--- config.mk ---
export PLATFORM = sky130hd
export DESIGN_NAME = spi_subordinate
export DESIGN_NICKNAME = d
export VERILOG_FILES = /design/src/rtl/spi_pkg.sv /design/src/rtl/byte_fifo.sv /design/src/rtl/sync_2ff.sv /design/src/rtl/spi_subordinate.sv
export SDC_FILE = /design/constraint.sdc
export NUM_CORES = 1
export LEC_CHECK = 0
export CAP_MARGIN = 20
export CORE_MARGIN = 4
export CORE_UTILIZATION = 35
export DETAILED_ROUTE_END_ITERATION = 7
export PLACE_DENSITY = 0.49
export SLEW_MARGIN = 20
export SYNTH_ARGS = -nofsm -noshare
export SYNTH_HDL_FRONTEND = slang
export SYNTH_HIERARCHICAL = 1
export SYNTH_SLANG_ARGS = --single-unit
--- constraint.sdc ---
create_clock -name clk -period 3 [get_ports clk]
set_clock_uncertainty 0.15 [all_clocks]
set_input_delay 0.6 -clock clk [delete_from_list [all_inputs] [get_ports clk]]
set_output_delay 0.6 -clock clk [all_outputs]
set_load 0.02 [all_outputs]
--- src/rtl/spi_pkg.sv ---
`default_nettype none
// +--------------------------------------------------------------------+
// | spi_pkg : FSM state encoding and word width shared with the master |
// | Rev 1.0                                                            |
// +--------------------------------------------------------------------+
package spi_pkg;

  localparam int SPI_WORD_W = 8;

  typedef enum logic [1:0] {
    IDLE  = 2'd0,
    LOAD  = 2'd1,
    SHIFT = 2'd2
  } spi_state_e;

endpackage
`default_nettype wire

--- src/rtl/byte_fifo.sv ---
`default_nettype none
// +--------------------------------------------------------------------+
// | byte_fifo : synchronous FIFO with registered read and full/empty    |
// | Rev 1.0                                                            |
// +--------------------------------------------------------------------+
module byte_fifo #(
  parameter int DEPTH = 16,
  parameter int WIDTH = 8
) (
  input  logic             clk,
  input  logic             rst_n,
  input  logic             wr_en_i,
  input  logic [WIDTH-1:0] wr_data_i,
  input  logic             rd_en_i,
  output logic [WIDTH-1:0] rd_data_o,
  output logic             empty_o,
  output logic             full_o
);

  localparam int c_AW = $clog2(DEPTH);
  localparam logic [c_AW:0] c_PTR_ONE = {{c_AW{1'b0}}, 1'b1};

  logic [WIDTH-1:0] mem_q [DEPTH];
  logic [c_AW:0]    wptr_q;
  logic [c_AW:0]    rptr_q;
  logic [WIDTH-1:0] rd_data_q;
  logic             w_push;
  logic             w_pop;

  // The extra MSB on each pointer separates the full case from empty.
  assign empty_o = (wptr_q == rptr_q);
  assign full_o  = (wptr_q[c_AW] != rptr_q[c_AW]) &&
                   (wptr_q[c_AW-1:0] == rptr_q[c_AW-1:0]);
  assign w_push  = wr_en_i && !full_o;
  assign w_pop   = rd_en_i && !empty_o;

  always_ff @(posedge clk) begin
    if (w_push) begin
      mem_q[wptr_q[c_AW-1:0]] <= wr_data_i;
    end
  end

  always_ff @(posedge clk) begin
    if (!rst_n) begin
      wptr_q    <= '0;
      rptr_q    <= '0;
      rd_data_q <= '0;
    end else begin
      if (w_push) begin
        wptr_q <= wptr_q + c_PTR_ONE;
      end
      if (w_pop) begin
        rptr_q    <= rptr_q + c_PTR_ONE;
        rd_data_q <= mem_q[rptr_q[c_AW-1:0]];
      end
    end
  end

  assign rd_data_o = rd_data_q;

endmodule
`default_nettype wire

--- src/rtl/sync_2ff.sv ---
`default_nettype none
// +--------------------------------------------------------------------+
// | sync_2ff : two-flop synchronizer for a single asynchronous bit      |
// | Rev 1.0                                                            |
// +--------------------------------------------------------------------+
module sync_2ff #(
  parameter logic RESET_VAL = 1'b0
) (
  input  logic clk,
  input  logic rst_n,
  input  logic d_i,
  output logic q_o
);

  logic meta_q;
  logic sync_q;

  always_ff @(posedge clk) begin
    if (!rst_n) begin
      meta_q <= RESET_VAL;
      sync_q <= RESET_VAL;
    end else begin
      meta_q <= d_i;
      sync_q <= meta_q;
    end
  end

  assign q_o = sync_q;

endmodule
`default_nettype wire

--- src/rtl/spi_subordinate.sv ---
`default_nettype none
// +--------------------------------------------------------------------+
// | spi_subordinate : oversampled SPI mode-0 slave with RX/TX FIFOs     |
// | Rev 1.0                                                            |
// +--------------------------------------------------------------------+
module spi_subordinate
  import spi_pkg::*;
#(
  parameter int                    FIFO_DEPTH = 16,
  parameter logic [SPI_WORD_W-1:0] FILL_BYTE  = 8'hFF
) (
  input  logic                  clk,
  input  logic                  rst_n,
  input  logic                  sclk_i,
  input  logic                  cs_n_i,
  input  logic                  mosi_i,
  output logic                  miso_o,
  output logic [SPI_WORD_W-1:0] rx_data_o,
  input  logic                  rx_read_en_i,
  output logic                  rx_empty_o,
  output logic                  rx_full_o,
  input  logic [SPI_WORD_W-1:0] tx_data_i,
  input  logic                  tx_write_en_i,
  output logic                  tx_empty_o,
  output logic                  tx_full_o,
  output logic                  busy_o,
  output logic                  byte_done_o,
  output logic                  rx_overrun_o,
  output logic                  tx_underrun_o,
  input  logic                  clear_status_i
);

  localparam int                 c_CNT_W = $clog2(SPI_WORD_W + 1);
  localparam logic [c_CNT_W-1:0] c_LAST  = c_CNT_W'(SPI_WORD_W - 1);
  localparam logic [c_CNT_W-1:0] c_WORD  = c_CNT_W'(SPI_WORD_W);
  localparam logic [c_CNT_W-1:0] c_ONE   = c_CNT_W'(1);

  logic                  w_sclk_s, w_cs_n_s, w_mosi_s;
  logic                  sclk_hist_q, cs_hist_q;
  logic [1:0]            settle_q;
  logic                  w_cs_ok, w_cs_fall, w_cs_rise, w_sclk_rise, w_sclk_fall;
  spi_state_e            state_q, state_d;
  logic [c_CNT_W-1:0]    bit_cnt_q, bit_cnt_d;
  logic [SPI_WORD_W-2:0] rx_shift_q, rx_shift_d;
  logic [SPI_WORD_W-2:0] tx_shift_q, tx_shift_d;
  logic                  miso_q, miso_d, fill_sel_q, fill_sel_d;
  logic                  byte_done_q, byte_done_d;
  logic                  rx_overrun_q, rx_overrun_d, tx_underrun_q, tx_underrun_d;
  logic                  w_tx_pop, w_rx_push;
  logic [SPI_WORD_W-1:0] w_tx_rd_data, w_tx_byte, w_rx_byte;

  sync_2ff #(.RESET_VAL(1'b0)) u_sync_sclk (.clk, .rst_n, .d_i(sclk_i), .q_o(w_sclk_s));
  sync_2ff #(.RESET_VAL(1'b1)) u_sync_cs   (.clk, .rst_n, .d_i(cs_n_i), .q_o(w_cs_n_s));
  sync_2ff #(.RESET_VAL(1'b0)) u_sync_mosi (.clk, .rst_n, .d_i(mosi_i), .q_o(w_mosi_s));

  // CS edges are masked until the whole chain holds real pin samples, so a
  // CS_n that is already low when reset releases never looks like a new frame.
  assign w_cs_ok     = (settle_q == 2'd3);
  assign w_cs_fall   = w_cs_ok && cs_hist_q && !w_cs_n_s;
  assign w_cs_rise   = w_cs_ok && !cs_hist_q && w_cs_n_s;
  assign w_sclk_rise = w_sclk_s && !sclk_hist_q;
  assign w_sclk_fall = !w_sclk_s && sclk_hist_q;

  assign w_tx_byte = fill_sel_q ? FILL_BYTE : w_tx_rd_data;
  assign w_rx_byte = {rx_shift_q, w_mosi_s};

  always_comb begin
    state_d       = state_q;
    bit_cnt_d     = bit_cnt_q;
    rx_shift_d    = rx_shift_q;
    tx_shift_d    = tx_shift_q;
    miso_d        = miso_q;
    fill_sel_d    = fill_sel_q;
    byte_done_d   = 1'b0;
    rx_overrun_d  = rx_overrun_q && !clear_status_i;
    tx_underrun_d = tx_underrun_q && !clear_status_i;
    w_tx_pop      = 1'b0;
    w_rx_push     = 1'b0;
    if (w_cs_rise) begin
      state_d   = IDLE;
      miso_d    = 1'b0;
      bit_cnt_d = '0;
    end else begin
      unique case (state_q)
        IDLE: begin
          miso_d    = 1'b0;
          bit_cnt_d = '0;
          if (w_cs_fall) begin
            w_tx_pop   = 1'b1;
            fill_sel_d = tx_empty_o;
            if (tx_empty_o) tx_underrun_d = 1'b1;
            state_d    = LOAD;
          end
        end
        LOAD: begin
          tx_shift_d = w_tx_byte[SPI_WORD_W-2:0];
          miso_d     = w_tx_byte[SPI_WORD_W-1];
          state_d    = SHIFT;
        end
        SHIFT: begin
          if (w_sclk_rise && bit_cnt_q < c_WORD) begin
            rx_shift_d = {rx_shift_q[SPI_WORD_W-3:0], w_mosi_s};
            bit_cnt_d  = bit_cnt_q + c_ONE;
            if (bit_cnt_q == c_LAST) begin
              w_rx_push   = 1'b1;
              byte_done_d = 1'b1;
              if (rx_full_o) rx_overrun_d = 1'b1;
              w_tx_pop    = 1'b1;
              fill_sel_d  = tx_empty_o;
              if (tx_empty_o) tx_underrun_d = 1'b1;
            end
          end else if (w_sclk_fall) begin
            if (bit_cnt_q == c_WORD) begin
              tx_shift_d = w_tx_byte[SPI_WORD_W-2:0];
              miso_d     = w_tx_byte[SPI_WORD_W-1];
              bit_cnt_d  = '0;
            end else if (bit_cnt_q != '0) begin
              miso_d     = tx_shift_q[SPI_WORD_W-2];
              tx_shift_d = {tx_shift_q[SPI_WORD_W-3:0], 1'b0};
            end
          end
        end
        default: state_d = IDLE;
      endcase
    end
  end

  always_ff @(posedge clk) begin
    if (!rst_n) begin
      sclk_hist_q   <= 1'b0;
      cs_hist_q     <= 1'b1;
      settle_q      <= '0;
      state_q       <= IDLE;
      bit_cnt_q     <= '0;
      rx_shift_q    <= '0;
      tx_shift_q    <= '0;
      miso_q        <= 1'b0;
      fill_sel_q    <= 1'b0;
      byte_done_q   <= 1'b0;
      rx_overrun_q  <= 1'b0;
      tx_underrun_q <= 1'b0;
    end else begin
      sclk_hist_q   <= w_sclk_s;
      cs_hist_q     <= w_cs_n_s;
      if (!w_cs_ok) settle_q <= settle_q + 2'd1;
      state_q       <= state_d;
      bit_cnt_q     <= bit_cnt_d;
      rx_shift_q    <= rx_shift_d;
      tx_shift_q    <= tx_shift_d;
      miso_q        <= miso_d;
      fill_sel_q    <= fill_sel_d;
      byte_done_q   <= byte_done_d;
      rx_overrun_q  <= rx_overrun_d;
      tx_underrun_q <= tx_underrun_d;
    end
  end

  byte_fifo #(.DEPTH(FIFO_DEPTH), .WIDTH(SPI_WORD_W)) u_rx_fifo (
    .clk, .rst_n,
    .wr_en_i(w_rx_push), .wr_data_i(w_rx_byte),
    .rd_en_i(rx_read_en_i), .rd_data_o(rx_data_o),
    .empty_o(rx_empty_o), .full_o(rx_full_o)
  );

  byte_fifo #(.DEPTH(FIFO_DEPTH), .WIDTH(SPI_WORD_W)) u_tx_fifo (
    .clk, .rst_n,
    .wr_en_i(tx_write_en_i), .wr_data_i(tx_data_i),
    .rd_en_i(w_tx_pop), .rd_data_o(w_tx_rd_data),
    .empty_o(tx_empty_o), .full_o(tx_full_o)
  );

  assign miso_o        = miso_q;
  assign busy_o        = !w_cs_n_s;
  assign byte_done_o   = byte_done_q;
  assign rx_overrun_o  = rx_overrun_q;
  assign tx_underrun_o = tx_underrun_q;

endmodule
`default_nettype wire

Word-level counts from Yosys, hierarchy flattened:

Memory sizes are Yosys's and may differ from the RTL's. A register that Yosys moved wholly into a read port is not among the register bits.
Cells that the tools add are included.

* register bits: 55
* output and inout port bits: 17
* input bits: 16
* memories: 2
* bits in writable memories: 256
* word-level logic and storage cells: 134

Memory list
* u_rx_fifo.mem_q: depth 16, bits a word 8, rd ports 1, clocked after Yosys merged registers in 1, write ports 1, RTL line byte_fifo.sv:23 `logic [WIDTH-1:0] mem_q [DEPTH];`
* u_tx_fifo.mem_q: depth 16, bits a word 8, rd ports 1, clocked after Yosys merged registers in 1, write ports 1, RTL line byte_fifo.sv:23

* eq/ne operators: 19
* magnitude comparators: 1
* add/subtract/negate cells: 6
* bitwise gates (word level): 3
* reductions and logical operators: 38
* multiplexer cells: 43

Operators with widths (number)
* $mux W7: 4
* $mux W1: 27
* $add A5 B1 Y5 const B: 4
* $logic_and A1 B1 Y1: 15
* $pmux W7 S2: 1
* $mux W4: 3
* $logic_not A1 Y1: 11
* $eq A5 B5 Y1: 2
* $ne A2 B2 Y1 const B: 5
* $reduce_and A5 Y1: 2
* $ne A3 B3 Y1 const B: 3
* $eq A4 B4 Y1: 2
* $mux W8: 1
* $pmux W4 S2: 1
* $pmux W1 S2: 3
* $pmux W2 S3: 1
* $reduce_and A3 Y1: 2
* $add A4 B1 Y4 const B: 1
* $eq A2 B2 Y1 const B: 2
* $eq A4 B3 Y1 const B: 1
* $eq A4 B4 Y1 const B: 1
* $lt A4 B4 Y1 const B: 1
* $reduce_and A4 Y1: 1
* $reduce_bool A2 Y1: 2
* other kinds (11): 14

Logic depth before layout (Yosys ltp):

Gate-level depths: netlist (run 1).

* depth after elaboration: 9
* gate-level depth with buffers: 12
* gate-level depth less buffers: 10

Hierarchy:

The synthesis (run 1) kept the hierarchy.

By module, submodules not included
* byte_fifo: area an instance 5915.7 um^2, seq. area each 4204.0 um^2, instances 2, cells each 324
* spi_subordinate: area an instance 1477.7 um^2, seq. area each 580.6 um^2, instances 1, cells each 169
* sync_2ff: area an instance 52.6 um^2, seq. area each 40.0 um^2, instances 3, cells each 4

Least setup slack after synthesis (run 1):

Ideal clock, no wire load.

* path type: reg-to-reg
* start point: register state_q[0]
* end point: memory u_rx_fifo.mem_q[3][0] (enable)
* required time: 2.467 ns
* period minus slack after synthesis: 2.740 ns
* setup slack: 0.260 ns
* cell stages (with the launch flop): 8
* arrival: 2.207 ns
* setup time: 0.383 ns
* buffers on the path: 1
* path through: dfxtp_1 inv_1 ha_1 buf_6 and4bb_1 nor3b_1 o211ai_1 nor3_1

* longest elaborated chain between the ends: 6

RTL lines
* start, declared: RTL line spi_subordinate.sv:42 `spi_state_e state_q, state_d;`
* start signal, assigned: RTL line spi_subordinate.sv:146 `state_q <= state_d;`
* $eq A2 B2 Y1: RTL line spi_subordinate.sv:84 `unique case (state_q)`
* $mux W1 (2 in a row)
* $logic_and A1 B1 Y1: RTL line byte_fifo.sv:34 `assign w_push = wr_en_i && !full_o;`
* $mux W1: RTL line byte_fifo.sv:38 `if (w_push) begin`
* $mux W1 (not written as such): RTL line byte_fifo.sv:39 `mem_q[wptr_q[c_AW-1:0]] <= wr_data_i;`
* end, declared: RTL line byte_fifo.sv:23

Every way passes these cells.

Worst setup path in the final report (run 1):

* start point: register u_tx_fifo.wptr_q[1]
* end point: output tx_full_o

* longest elaborated chain between the ends: 2

RTL lines
* start, declared: RTL line byte_fifo.sv:24 `logic [c_AW:0] wptr_q;`
* start signal, assigned: RTL line byte_fifo.sv:50 `wptr_q <= wptr_q + c_PTR_ONE;`
* $eq A4 B4 Y1: RTL line byte_fifo.sv:33 `(wptr_q[c_AW-1:0] == rptr_q[c_AW-1:0]);`
* $logic_and A1 B1 Y1: RTL line byte_fifo.sv:32 `assign full_o = (wptr_q[c_AW] != rptr_q[c_AW]) &&`
* end, declared: RTL line spi_subordinate.sv:25 `output logic tx_full_o,`

Every way passes these cells.

==> out/metrics.yaml, run 1 <==
synthesis:
  synth_cell_types: 52
  ys_seq_area_frac: 0.676
  synth_edf_count: 256
  synth_fp_nets: 863
  synth_top_area_share: 0.571
  async_flop_share: 0
  ys_seq_elements: 327
  synthTopCellsByCount: "edfxtp_1 (256), dfxtp_1 (71), nand2_1 (47), mux2i_1 (43), o21ai_0 (35)"
  ys.flop_type: "edfxtp_1"
  synth_cells: 829
  synth_area_leaders: "edfxtp_1 (57%), dfxtp_1 (11%), mux4_1 (4.7%)"
  yosysTopAreaCell: "edfxtp_1"
  synth_most_common_cell: "edfxtp_1"
  syn_avg_cell_area_sq_um: 16.2
  netlist_area_sq_um: 13500
  yosys_warnings: 6
floorplan:
  start_util: 0.356
  die_w_um: 204
  core_area_sq_um: 37800
  dieHeight_um: 204
  rows: 71
  io_pins: 33
  die-area_sq_um: 41700
routing:
  num_vias: 7008
  wire_per_inst_um: 20.3
  antenna_left: 0
  drt_iter0_drc: 383
  dr.pass1.iters: 4
  viasPerCell: 4.97
  drc_errors: 0
  drt_wl_total_mm: 28.6
global_route:
  grt_pass1_vias: 7104
  antenna_found_initial: 0
  grt_max_degree: 45
  grt_pass1_wl_mm: 43.8
  grt_usage: 0.138
  grt_overflow: 0
power_and_ir_drop:
  pwr-share-clk: 0.449
  p_int_mw: 7.49
  share_seq_of_total_power: 0.528
  pwr_density_cell_nw_per_um2: 601
  switchingPower_mw: 1.80
  pwr-share-comb: 0.023
  p_leak_nw: 5.11
  irDropWorstVdd_v: 0.000386
  switching_share: 0.194
hold_path:
  hold_path.class: "reg -> reg"
  hold_depth: 1
cells_and_area:
  multi_input_area_sq_um: 4040
  drive_above_1_share: 0.146
  area_growth_pct: 14.8
  antenna_cells: 0
  nets: 910
  n_fill_cell: 3493
  regArea_sq_um: 9110
clock_network:
  clkSlewWorstSetupHoldPaths_ns: 0.06
  root_buffer: "clkbuf_16"
  cts_buffer_depth: 3
  clk_latency_ns: 0.50
  ctsHoldBuffers: 0
  cts_tree: "built"
  cts.sinks: 327
  h-tree-depth: 2
  cts_buffers: 36
timing:
  max_freq_mhz: 358
  hold_violations: 0
  period_share: 0.931
  rsz0062_at_grt: "false"
  setup-violations-final: 0
  slew_headroom: 0.489
  tightest_slew_ns: 0.765
  drv_slew: 0
  final.setup.tns_ns: 0
  setup_ws_ns: 0.207
  fin_crit_ns: 2.79
critical_path:
  crit_path_max_fanout: 6
  cp-start-kind: "flop"
  critical_path_class: "reg -> out"
  cp-end-kind: "primary output"
  crit_arrival_ns: 2.04
  rr_worst_depth: 7
  reg2reg_slack_ns: 0.30
  required_ns: 2.25
place:
  dp_slack_ns: 0.288
  port-buffer-count: 32
  dp_hpwl_mm: 18.3
  place.gp.congestion: 0.740
run_status:
  status: "completed"
run:
  max_cap_violations: 0
[critical path, cell delays in order, from the launching register on]
cell and delay, ns:
dfxtp_1 0.44, xnor2_1 0.20, nand4_4 0.17, nor2_4 0.13, clkdlybuf4s50_1 0.61
[sequential cells by signal, indices dropped and copies added (netlist names), 4 cells and up]
register             flops
u_rx_fifo/mem_q        128
u_tx_fifo/wptr_q         5
u_tx_fifo/rptr_q         5
bit_cnt_q                4
rx_shift_q               7
tx_shift_q               7
u_rx_fifo/wptr_q         5
u_rx_fifo/rptr_q         5
u_tx_fifo/mem_q        128
u_tx_fifo/rd_data_o      8
u_rx_fifo/rd_data_o      8
[final timing paths]
kind,startpoint,to
hold reg to reg,u_sync_cs/meta_q,u_sync_cs/q_o
setup / recovery,u_tx_fifo/wptr_q[1],tx_full_o
setup reg to reg,state_q[0],u_rx_fifo/mem_q[8][2]
hold / removal,u_sync_cs/meta_q,u_sync_cs/q_o
[per-layer routing]
metal	vias to the layer above	GRT usage	wire [um]
met4	0	0.0424	739
li1	3338	-	-
met3	47	0.0192	810
met2	114	0.220	13700
met5	-	0	0
met1	3509	0.196	13300
[kinds of logic (layout without fill, tap and decap cells)]
logic type      Yosys count  count (layout)  synth area share
mux                     107             107             0.132
xor+xnor                 25              25            0.0163
flops                   327             327             0.676
fa+ha+maj                18              18            0.0167
compound gates          114             114            0.0588
simple gates            177             177            0.0732
buf+inv                  61             130            0.0263
[metrics by stage]
| stage | hold slack [ns] | instances | cell area, sq um | power (mW) | util |
|---|---|---|---|---|---|
| after floorplan | 0.236 | 829 | 13500 | 5.10 | - |
| after global placement | 0.241 | 1347 | 14300 | 5.21 | 0.378 |
| after detailed placement | 0.244 | 1347 | 14300 | 5.21 | 0.378 |
| after CTS | 0.252 | 1407 | 15400 | 9.41 | 0.408 |
| after global routing | 0.297 | 1409 | 15500 | 9.64 | 0.409 |
| final | 0.251 | 1409 | 15500 | 9.29 | 0.409 |
[power by group through the flow]
stage               Clock [mW]  Combinational, mW  Sequential, mW
global placement             0              0.204            5.00
finish                    4.17              0.213            4.91
CTS                       4.29              0.211            4.91
floorplan                    0              0.102            5.00
global route              4.49              0.237            4.91
detailed placement           0              0.204            5.00
[placed cells by master, fill, tap and decap left out, drive strengths merged, types with 21 or more instances in the layout]
cell,count
and2,24
and3,24
buf,27
clkbuf,48
clkdlybuf4s50,28
dfxtp,71
edfxtp,256
mux2i,43
mux4,48
nand2,48
nor2,21
o21ai,35
xnor2,21
[area by class of cell]
class	count	share of cell area
multi-input combinational	441	0.261
sequential	327	0.590
clock inverter	12	0.00672
timing repair buffer	58	0.0333
tap	511	0.0414
clock buffer	48	0.0652
inverter	12	0.00291
[what timing repair did]
action / 4_1_cts / 5_1_grt
setup buffers: 0 / 2
resized for setup: 7 / 4
pin swaps: 0 / 1
setup endpoints to repair: 3 / 3
No activity file was read; power rests on OpenSTA's default activity.
==> run 2, diff against run 1 <==
Settings changed: CAP_MARGIN 20 to 15, TNS_END_PERCENT set to 10.
==> out/metrics.yaml, run 2 (synthesized netlist as in run 1, its figures left out) <==
critical_path:
  crit_chain: "xnor2_1 -> nand4_4 -> nor2_4 -> clkdlybuf4s50_1"
  crit_arrival_ns: 2.14  # +0.10 ns
  reg2reg_slack_ns: 0.31  # about the same
  required_ns: 2.25  # about the same
  cp-end-kind: "primary output"
  critical_path_class: "reg -> out"
  rr_worst_depth: 7  # unchanged
  cp_top_family: "buffers and inverters"
  slowest_delay_ns: 0.62  # about the same
  cp.depth: 4  # unchanged
  crit_buf_inv: 1  # unchanged
  slowest_stage: "clkdlybuf4s50_1"
  cp-start-kind: "flop"
  crit_path_max_fanout: 8  # +2
clock_network:
  postCtsSetupRepairBufs: 0  # unchanged
  h-tree-depth: 2  # unchanged
  clkSlewWorstSetupHoldPaths_ns: 0.06  # about the same
  cts_buffer_depth: 3  # unchanged
  cts_buffers: 36  # unchanged
  cts_tree: "built"
  root_buffer: "clkbuf_16"
  cts.sinks: 327  # unchanged
  clk_latency_ns: 0.50  # about the same
power_and_ir_drop:
  pwr_density_cell_nw_per_um2: 601  # about the same
  share_seq_of_total_power: 0.529  # about the same
  power_mw: 9.29  # about the same
  switchingPower_mw: 1.81  # about the same
  switching_share: 0.194  # about the same
  pwr-share-comb: 0.022  # about the same
  p_int_mw: 7.48  # about the same
  p_leak_nw: 5.10  # -0.20%
  pwr-share-clk: 0.449  # about the same
  irDropWorstVdd_v: 0.000385  # -0.20%
floorplan:
  dieHeight_um: 204  # unchanged
  core_area_sq_um: 37800  # unchanged
  start_util: 0.356  # unchanged
  die-area_sq_um: 41700  # unchanged
  rows: 71  # unchanged
  die_w_um: 204  # unchanged
  io_pins: 33  # unchanged
cells_and_area:
  drive_above_1_share: 0.144  # -0.00191
  layoutNonFillerInstCount: 1407  # -0.14%
  final_util: 0.408  # about the same
  area_growth_pct: 14.7  # about the same
  mostFrequentLayoutCell: "edfxtp_1"
  antenna_cells: 0  # unchanged
  nets: 908  # -0.22%
  final_cell_mix: "edfxtp_1 (256), dfxtp_1 (66), nand2_1 (47)"
routing:
  viasPerCell: 4.97  # -0.10%
  drt_iter0_drc: 373  # -2.6%
  dr.pass1.iters: 5  # +1
  drc_errors: 0  # unchanged
  antenna_left: 0  # unchanged
  drt_wl_total_mm: 28.5  # -0.22%
  num_vias: 6991  # -0.24%
  wire_per_inst_um: 20.2  # about the same
run:
  max_cap_violations: 0  # unchanged
timing:
  setup_ws_ns: 0.108  # -0.0984 ns
  fin_hold_ws_ns: 0.251  # +0.000207 ns
  setup-violations-final: 0  # unchanged
  tightest_slew_ns: 0.763  # -0.00247 ns
  hold_violations: 0  # unchanged
  rsz0062_at_grt: "true"
  period_share: 0.964  # +0.0328
  drv_slew: 0  # unchanged
  max_freq_mhz: 346  # -3.4%
  slew_headroom: 0.491  # +0.00165
  fin_crit_ns: 2.89  # +0.0984 ns
global_route:
  grt_pass1_wl_mm: 43.8  # unchanged
  grt_max_degree: 45  # unchanged
  grt_overflow: 0  # unchanged
  grt_pass1_vias: 7104  # unchanged
  antenna_found_initial: 0  # unchanged
  grt_usage: 0.138  # unchanged
place:
  port-buffer-count: 32  # unchanged
  dp_hpwl_mm: 18.3  # unchanged
  dp_slack_ns: 0.288  # unchanged
  placed_cells: 1347  # unchanged
  place.gp.congestion: 0.740  # unchanged
run_status:
  status: "completed"
hold_path:
  hold_depth: 1  # unchanged
  hold_path.class: "reg -> reg"
run 2: per-stage QoR:
stage	instance area, sq um	setup TNS (ns)
floorplan	13500	0
global placement	14300	0
detailed placement	14300	0
CTS	15400	0
global route	15400	-0.0132
finish	15400	0
run 2: power groups by stage:
stage / Combinational [mW] / Clock (mW) / Sequential (mW)
floorplan: 0.102 / 0 / 5.00
global placement: 0.204 / 0 / 5.00
detailed placement: 0.204 / 0 / 5.00
CTS: 0.211 / 4.29 / 4.91
global route: 0.230 / 4.49 / 4.91
finish: 0.206 / 4.17 / 4.91
run 2: final cells by class:
type / instances / area (sq um)
Clock buffer: 48 / 1010
Fill cell: 3492 / 22400
Multi-Input combinational cell: 441 / 4040
Tap cell: 511 / 639
Inverter: 12 / 45.0
Timing Repair Buffer: 56 / 499
Sequential cell: 327 / 9110
Clock inverter: 12 / 104
run 2: final timing paths:
path,to,startpoint
max,tx_full_o,u_tx_fifo/wptr_q[1]
min,u_sync_cs/q_o,u_sync_cs/meta_q
max reg2reg,u_rx_fifo/mem_q[8][2],state_q[0]
min reg2reg,u_sync_cs/q_o,u_sync_cs/meta_q
run 2: per-layer routing:
metal | GRT usage | up-vias | wire (um)
li1 | - | 3330 | -
met1 | 0.196 | 3493 | 13300
met2 | 0.220 | 121 | 13600
met3 | 0.0192 | 47 | 882
met4 | 0.0424 | 0 | 739
met5 | 0 | - | 0
run 2: what timing repair did:
| action | 4_1_cts | 5_1_grt |
|---|---|---|
| hold buffers | 0 | 0 |
| endpoints found under the setup margin | 3 | 3 |
| resized for setup | 7 | 4 |
==> run 3, diff against run 2 <==
Settings changed: CELL_PAD_IN_SITES_DETAIL_PLACEMENT set to 0, CELL_PAD_IN_SITES_GLOBAL_PLACEMENT set to 1, PLACE_DENSITY 0.49 to 0.55.
==> out/metrics.yaml, run 3 (synthesized netlist as in run 1, its figures left out) <==
timing:
  tightest_slew_ns: 0.786  # +0.0234 ns
  hold_violations: 0  # unchanged
  period_share: 0.933  # -0.0304
  final.setup.tns_ns: 0  # unchanged
  rsz0062_at_grt: "false"
  setup-violations-final: 0  # unchanged
  drv_slew: 0  # unchanged
  max_freq_mhz: 357  # +3.3%
  fin_crit_ns: 2.80  # -0.0913 ns
  setup_ws_ns: 0.200  # +0.0913 ns
  slew_headroom: 0.475  # -0.0156
critical_path:
  reg2reg_slack_ns: 0.39  # +0.08 ns
  crit_buf_inv: 1  # unchanged
  cp-start-kind: "flop"
  crit_path_max_fanout: 8  # unchanged
  critPathLaunch: "u_rx_fifo/wptr_q[3]"
  required_ns: 2.25  # about the same
  crit_chain: "xnor2_1 -> nand4_2 -> nor2_2 -> dlygate4sd2_1"
  crit_arrival_ns: 2.05  # -0.09 ns
  rr_worst_depth: 7  # unchanged
  critical_path_class: "reg -> out"
  slowest_delay_ns: 0.46  # -0.16 ns
  worst_r2r_endpoint: "u_rx_fifo/mem_q[4][3]"
  slowest_stage: "dfxtp_1"
  reg2reg_from: "state_q[0]"
  cp-end-kind: "primary output"
  cp_top_family: "simple AND/OR/NAND/NOR gates"
clock_network:
  cts_tree: "built"
  clkSlewWorstSetupHoldPaths_ns: 0.06  # about the same
  cts_buffers: 37  # +2.8%
  cts_buffer_depth: 3  # unchanged
  clk_latency_ns: 0.54  # +0.04 ns
  h-tree-depth: 2  # unchanged
  cts.sinks: 327  # unchanged
  root_buffer: "clkbuf_16"
power_and_ir_drop:
  switching_share: 0.198  # +0.00341
  pwr-share-clk: 0.474  # +0.025
  irDropWorstVdd_v: 0.000453  # +18%
  switchingPower_mw: 1.92  # +6.4%
  pwr-share-comb: 0.021  # about the same
  p_int_mw: 7.79  # +4.1%
  p_leak_nw: 5.18  # +1.6%
  share_seq_of_total_power: 0.506  # -0.023
  pwr_density_cell_nw_per_um2: 624  # +3.7%
floorplan:
  dieHeight_um: 204  # unchanged
  die-area_sq_um: 41700  # unchanged
  start_util: 0.356  # unchanged
  io_pins: 33  # unchanged
  die_w_um: 204  # unchanged
  core_area_sq_um: 37800  # unchanged
  rows: 71  # unchanged
cells_and_area:
  antenna_cells: 0  # unchanged
  area_growth_pct: 15.6
  final_cell_mix: "edfxtp_1 (256), dfxtp_1 (64), nand2_1 (47)"
  drive_above_1_share: 0.152  # +0.00791
  final_util: 0.411  # +0.00317
  nets: 912  # +0.44%
  mostFrequentLayoutCell: "edfxtp_1"
global_route:
  grt_max_degree: 45  # unchanged
  grt_overflow: 0  # unchanged
  grt_usage: 0.145  # +0.00759
  grt_pass1_vias: 7391  # +4.0%
  grt_pass1_wl_mm: 46.1  # +5.2%
  antenna_found_initial: 0  # unchanged
place:
  dp_slack_ns: 0.370  # +0.0821 ns
  dp_hpwl_mm: 18.9  # +3.4%
  place.gp.congestion: 0.710  # -4.0%
  port-buffer-count: 32  # unchanged
routing:
  drt_iter0_drc: 377  # +1.1%
  num_vias: 7115  # +1.8%
  antenna_left: 0  # unchanged
  dr.pass1.iters: 4  # -1
  drt_wl_total_mm: 29.7  # +4.4%
  viasPerCell: 5.04  # +1.3%
  drc_errors: 0  # unchanged
  wire_per_inst_um: 21.0  # +3.9%
hold_path:
  hold_depth: 1  # unchanged
  hp-start: "u_sync_cs/meta_q"
  min_to: "u_sync_cs/q_o"
  hold_path.class: "reg -> reg"
run:
  max_cap_violations: 0  # unchanged
run_status:
  status: "completed"
## run 3: cell count changes in the layout (fill, tap and decap cells not counted), sizes merged
cell / previous run / this run
buf: 25 / 28
dlygate4sd2: 1 / 2
clkdlybuf4s50: 28 / 27
clkinv: 10 / 15
clkbuf: 48 / 40
clkinvlp: 0 / 1
bufinv: 2 / 6
inv: 12 / 13
## run 3: routing by layer
layer / up-vias / global-route usage / share of wire
met2: 102 / 0.243 / 0.50
met3: 45 / 0.0265 / 0.034
met4: 0 / 0.0440 / 0.023
li1: 3343 / - / -
met1: 3625 / 0.194 / 0.45
met5: - / 0 / 0
## run 3: repair_timing
action                                  in CTS  in global routing
resized for setup                            7                  3
hold buffers                                 0                  0
endpoints found under the setup margin       4                  2
buffers inserted                             0                  0
hold endpoints to repair                     0                  0
## run 3: worst max path at each step
stage	endpoint	slack (ns)	cells past startpoint
floorplan	u_rx_fifo/mem_q[3][0]	0.26	7
global placement	u_rx_fifo/mem_q[6][3]	0.35	7
detailed placement	u_rx_fifo/mem_q[13][7]	0.37	7
CTS	tx_full_o	0.0003	5
global route	rx_empty_o	0.09	4
finish	rx_empty_o	0.20	4
## run 3: cell type report
cell class / instances / area, sq um
Sequential cell: 327 / 9120
Tap cell: 511 / 639
Inverter: 12 / 45.0
Clock buffer: 40 / 958
Multi-Input combinational cell: 441 / 4010
Fill cell: 3493 / 22300
Clock inverter: 23 / 275
Timing Repair Buffer: 59 / 520
## run 3: through the flow
stage                     total power [mW]  cell area (sq um)  instances  hold slack (ns)
final                                 9.71              15600       1413            0.253
after global routing                  10.1              15600       1413            0.274
after CTS                             9.85              15600       1413            0.256
after detailed placement              5.21              14300       1350            0.244
after global placement                5.21              14300       1350            0.254
after floorplan                       5.10              13500        829            0.236
## run 3: power by group through the flow
| stage | registers [mW] | clock network (mW) | logic [mW] |
|---|---|---|---|
| after floorplan | 5.00 | 0 | 0.102 |
| after global placement | 5.01 | 0 | 0.207 |
| after detailed placement | 5.01 | 0 | 0.207 |
| after CTS | 4.91 | 4.74 | 0.208 |
| after global routing | 4.91 | 4.92 | 0.224 |
| final | 4.91 | 4.60 | 0.202 |
